<file path="config.mk">
export PLATFORM = sky130hd
export DESIGN_NAME = multicycle_ctrl_fsm
export DESIGN_NICKNAME = d
export VERILOG_FILES = /design/src/rtl/multicycle_ctrl_fsm.sv
export SDC_FILE = /design/constraint.sdc
export NUM_CORES = 1
export LEC_CHECK = 0
export BUFFER_PORTS_ARGS = -buffer_cell sky130_fd_sc_hd__buf_2
export CORE_MARGIN = 10
export CORE_UTILIZATION = 40
export DETAILED_ROUTE_END_ITERATION = 10
export GPL_ROUTABILITY_DRIVEN = 0
export PLACE_DENSITY = 0.58
export SLEW_MARGIN = 20
export SYNTH_ARGS = -nofsm -noshare
export SYNTH_HDL_FRONTEND = slang
export SYNTH_SLANG_ARGS = --single-unit
</file>
<file path="constraint.sdc">
create_clock -name clk -period 3.25 [get_ports clk]
set_input_delay 0.8125 -clock clk [delete_from_list [all_inputs] [get_ports clk]]
set_output_delay 0.8125 -clock clk [all_outputs]
set_load 0.01 [all_outputs]
</file>
<file path="src/rtl/multicycle_ctrl_fsm.sv">
`timescale 1ns/1ps
// Multi-cycle sequencer: FETCH/DECODE/EXEC/MEM/WB control for the 3-bit-opcode datapath.
// Latency: add/addi/sll 4 cycles, lw 5, sw 4 with zero-wait memories; +1 per memory wait cycle.
// Backpressure: stalls in FETCH/MEM until imem_ready/dmem_ready; MEM_TIMEOUT cycles without ready -> sticky ERROR.
//
// Ports: clk/reset_n (async active-low), run (fetch enable), opcode (IR opcode, captured in DECODE),
//        imem_ready/dmem_ready (one-cycle memory acks), memory requests (imem_req, dmem_req, dmem_we),
//        datapath strobes/selects (pc_write, ir_write, reg_write, mem_to_reg, alu_src, reg_dst, alu_op),
//        status (busy, err, retired).
module multicycle_ctrl_fsm #(
  parameter int CNT_W       = 16,
  parameter int MEM_TIMEOUT = 15
) (
  input  logic             clk,
  input  logic             reset_n,
  input  logic             run,
  input  logic [2:0]       opcode,
  input  logic             imem_ready,
  input  logic             dmem_ready,
  output logic             imem_req,
  output logic             dmem_req,
  output logic             dmem_we,
  output logic             pc_write,
  output logic             ir_write,
  output logic             reg_write,
  output logic             mem_to_reg,
  output logic             alu_src,
  output logic             reg_dst,
  output logic [2:0]       alu_op,
  output logic             busy,
  output logic             err,
  output logic [CNT_W-1:0] retired
);

  localparam logic [2:0]       OP_ADD    = 3'b000;
  localparam logic [2:0]       OP_SW     = 3'b101;
  localparam logic [2:0]       OP_LW     = 3'b110;
  localparam logic [2:0]       OP_SLL    = 3'b111;
  localparam logic [7:0]       WAIT_LAST = 8'(MEM_TIMEOUT - 1);
  localparam logic [CNT_W-1:0] RET_ONE   = CNT_W'(1);

  typedef enum logic [2:0] {
    S_IDLE, S_FETCH, S_DECODE, S_EXEC, S_MEM, S_WB, S_ERROR
  } state_t;

  state_t     state, state_n;
  logic [2:0] op_q, op_n;
  logic [7:0] wait_cnt;
  logic       retire;
  logic       wait_state;
  logic       ready_now;
  logic       timeout;
  logic       alu_phase_n;

  // Only the ready belonging to the current wait state counts.
  assign wait_state = (state == S_FETCH) || (state == S_MEM);
  assign ready_now  = (state == S_FETCH) ? imem_ready : dmem_ready;
  // A ready in the final allowed cycle wins over the timeout.
  assign timeout    = wait_state && !ready_now && (wait_cnt == WAIT_LAST);

  always_comb begin
    state_n = state;
    op_n    = op_q;
    retire  = 1'b0;
    case (state)
      S_IDLE:   if (run) state_n = S_FETCH;
      S_FETCH: begin
        if (imem_ready)   state_n = S_DECODE;
        else if (timeout) state_n = S_ERROR;
      end
      S_DECODE: begin
        op_n    = opcode;
        state_n = S_EXEC;
      end
      S_EXEC:   state_n = ((op_q == OP_SW) || (op_q == OP_LW)) ? S_MEM : S_WB;
      S_MEM: begin
        if (dmem_ready) begin
          if (op_q == OP_SW) begin
            retire  = 1'b1;
            state_n = run ? S_FETCH : S_IDLE;
          end else begin
            state_n = S_WB;
          end
        end else if (timeout) begin
          state_n = S_ERROR;
        end
      end
      S_WB: begin
        retire  = 1'b1;
        state_n = run ? S_FETCH : S_IDLE;
      end
      S_ERROR:  state_n = S_ERROR;
      default:  state_n = S_IDLE;
    endcase
  end

  assign alu_phase_n = (state_n == S_EXEC) || (state_n == S_MEM) || (state_n == S_WB);

  // Outputs are registered from the next state so strobes come straight off flops.
  always_ff @(posedge clk or negedge reset_n) begin
    if (!reset_n) begin
      state      <= S_IDLE;
      op_q       <= '0;
      wait_cnt   <= '0;
      retired    <= '0;
      imem_req   <= 1'b0;
      dmem_req   <= 1'b0;
      dmem_we    <= 1'b0;
      reg_write  <= 1'b0;
      mem_to_reg <= 1'b0;
      alu_src    <= 1'b0;
      reg_dst    <= 1'b0;
      busy       <= 1'b0;
      err        <= 1'b0;
    end else begin
      state <= state_n;
      op_q  <= op_n;
      // Every state change clears the counter, so each FETCH/MEM visit starts from zero.
      if (state_n != state) wait_cnt <= '0;
      else if (wait_state)  wait_cnt <= wait_cnt + 8'd1;
      if (retire) retired <= retired + RET_ONE;
      imem_req   <= (state_n == S_FETCH);
      dmem_req   <= (state_n == S_MEM);
      dmem_we    <= (state_n == S_MEM) && (op_n == OP_SW);
      reg_write  <= (state_n == S_WB);
      mem_to_reg <= (state_n == S_WB) && (op_n == OP_LW);
      alu_src    <= alu_phase_n && (op_n == OP_ADD);
      reg_dst    <= alu_phase_n && ((op_n == OP_ADD) || (op_n == OP_SLL));
      busy       <= (state_n != S_IDLE) && (state_n != S_ERROR);
      err        <= (state_n == S_ERROR);
    end
  end

  // IR/PC load in the cycle the fetch is acknowledged; imem_req is low outside FETCH.
  assign ir_write = imem_req & imem_ready;
  assign pc_write = imem_req & imem_ready;
  assign alu_op   = op_q;

endmodule

</file>
==> impl_metrics.env <==
export IMPL_n_antenna_cell=0
export IMPL_cp_max_fo=5
export IMPL_worstPathArrival_ns=1.24
export IMPL_cts_root_buf="clkbuf_8"
export IMPL_cts_tree="yes"
export IMPL_fmax_ghz=0.4876
export IMPL_wl_per_cell_um=13.90
export IMPL_grt_max_degree=40
export IMPL_grt_pass1_wl_um=7107
export IMPL_cts_hold_fix_buffers=0
export IMPL_detail_route_antenna_nets=0
export IMPL_layout_nets=234
export IMPL_hp_class="reg -> reg"
export IMPL_num_rows=25
export IMPL_rsz0062_at_grt="no"
export IMPL_fp_dieW_um=90.12
export IMPL_finalHoldViolations=0
export IMPL_async_flop_share_pct=100.0
export IMPL_cp_cell_sequence="buf_2 -> and2_1 -> buf_2"
export IMPL_fin_crit_sh_pct=63.11
export IMPL_clkTransAtPathRegs_ns=0.07
export IMPL_synth_cell_types=45
export IMPL_maxSlewHeadroom_pct=44.15
export IMPL_synth_top_flop_cell="dfrtp_1"
export IMPL_cts_setup_buffers=0
export IMPL_grt_use_met1_pct=12.90
export IMPL_yosys_top_cells_count="dfrtp_1 (39), nor2_1 (19), nand2_1 (12), xnor2_1 (12)"
export IMPL_drv_cap=0
export IMPL_cts_buffer_depth=2
export IMPL_finalPower_w=0.001830
export IMPL_ys_seq_elements=39
export IMPL_maxSlewViolCount=0
export IMPL_end_kind="output port"
export IMPL_post_place_ws_ns=1.032
export IMPL_largest_register="retired"
export IMPL_grt_overflow=0
export IMPL_period_needed_ns=2.051
export IMPL_synth_edff_count=0
export IMPL_max_vdd_ir_drop_uv=500.7
export IMPL_port_buffers=37
export IMPL_syn_inst=183
export IMPL_synth_top_cell_by_area="dfrtp_1"
export IMPL_cp_common_cell="buf_2"
export IMPL_status="completed"
export IMPL_drtIter0Drc=36
export IMPL_leakagePower_nw=1.156
export IMPL_syn_area_per_cell_sq_um=10.75
export IMPL_grt_busiest_layer="met2"
export IMPL_fp_coreArea_sq_um=4755
export IMPL_routed_wl_um=4045
export IMPL_r2r_start="state[0]"
export IMPL_grt_pass1_vias=1440
export IMPL_grt_util_met3_pct=4.655
export IMPL_crit_type="in -> out"
export IMPL_synth_warnings=0
export IMPL_drive_above_1_share_pct=27.23
export IMPL_ys_seq_area_share_pct=49.62
export IMPL_place_hpwl_um=3029
export IMPL_reg2reg_slack_ns=1.31
export IMPL_largest_reg_flops=16
export IMPL_cts_buffers=5
export IMPL_syn_nets=194
export IMPL_hold_start="retired[15]"
export IMPL_antenna_found_initial=0
export IMPL_clock_latency_ns=0.28
export IMPL_synth_area_leaders="dfrtp_1 (50%), xnor2_1 (5.3%), xor2_1 (4.9%)"
export IMPL_worst_slew_pin_slew_ns=0.8378
export IMPL_startpoint_type="input pin"
export IMPL_use_met2_pct=15.86
export IMPL_post_route_util_pct=48.32
export IMPL_die_height_um=90.12
export IMPL_setup_tns_final_ns=0
export IMPL_synth_top_area_share_pct=49.62
export IMPL_timing_critical_path_from="imem_ready"
export IMPL_vias=1433
export IMPL_power_density_nw_per_um2=796.5
export IMPL_grt_util_all_layers_pct=10.42
export IMPL_firstDrtPassIters=4
export IMPL_cts_sinks=39
export IMPL_slowest_stage="buf_2"
export IMPL_area_growth_pct=16.79
export IMPL_io_pin_count=38
export IMPL_cp_required_ns=2.44
export IMPL_setup_viol=0
export IMPL_synth_most_common_cell="dfrtp_1"
export IMPL_cts_htree_levels=2
export IMPL_nFillCells=463
export IMPL_skew_ns=0.004587
export IMPL_reg_largest_list="retired: 16 flops, wait_cnt: 8 flops"
export IMPL_cts_resized=0
export IMPL_routed_via_density=4.924
export IMPL_route_detailed_drc=0
export IMPL_setup_ws_ns=1.199
export IMPL_syn_area_sq_um=1967
export IMPL_slowest_delay_ns=0.15
export IMPL_start_util_pct=41.37
export IMPL_die_area_sq_um=8122
[routing by layer]
| metal | vias up | part of all wire, % |
|---|---|---|
| met1 | 682 | 47 |
| met3 | 2 | 9.1 |
| met5 | - | 0 |
| met2 | 38 | 43 |
| li1 | 711 | - |
| met4 | 0 | 0.57 |
[power breakdown]
part,internal (W),switching [W]
logic,0.000321,0.000453
registers,0.000588,0.000157
clock network,0.000147,0.000164
[worst paths after layout]
path,endpoint,depth (start not counted)
worst min-delay path,retired[15],1
worst max register to register,mem_to_reg,5
worst max-delay path,ir_write,3
worst min register to register,retired[15],1
max in group asynchronous,wait_cnt[6],1
min in group asynchronous,retired[10],1
[metrics by stage]
step	hold WS, ns	instances	cell area (sq um)
after floorplan	0.5076	183	1967
after global placement	0.4567	283	2213
after detailed placement	0.4628	283	2213
after CTS	0.4727	291	2297
after global routing	0.4995	291	2297
final	0.4642	291	2297
[cell families after synthesis]
kind of cell               share of synthesized area [%]
AOI/OAI and AO/OA                                  9.606
xor gates and xnor gates                           10.24
adders and majority gates                          1.909
buffers and inverters                              3.435
DFF                                                49.62
muxes                                              2.099
and+or+nand+nor                                    23.09
[final cells by class]
type	instances	area [sq um]	area share, %
timing repair buffer	37	185.2	8.061
tap	67	83.83	3.649
multi-input combinational	128	923.4	40.20
inverter	12	45.04	1.961
clock inverter	3	15.01	0.6536
sequential	39	975.9	42.48
clock buffer	5	68.82	2.996
[cell usage in the layout (no fill, tap or decap), types with 4 or more instances in the layout]
cell,netlist,final
dfrtp_1,39,39
buf_2,3,37
nor2_1,19,19
nand2_1,12,12
xnor2_1,12,12
inv_1,11,11
xor2_1,11,11
nand4_1,8,8
nand3_1,6,6
nand2b_1,5,5
clkbuf_8,0,5
a21oi_1,4,4
and3_1,4,4
[worst max-delay path: cells and delay by family]
family        cells  cell delay, ns
simple gates      1            0.15
buf+inv           2            0.28
No activity file was read; power rests on OpenSTA's default activity.
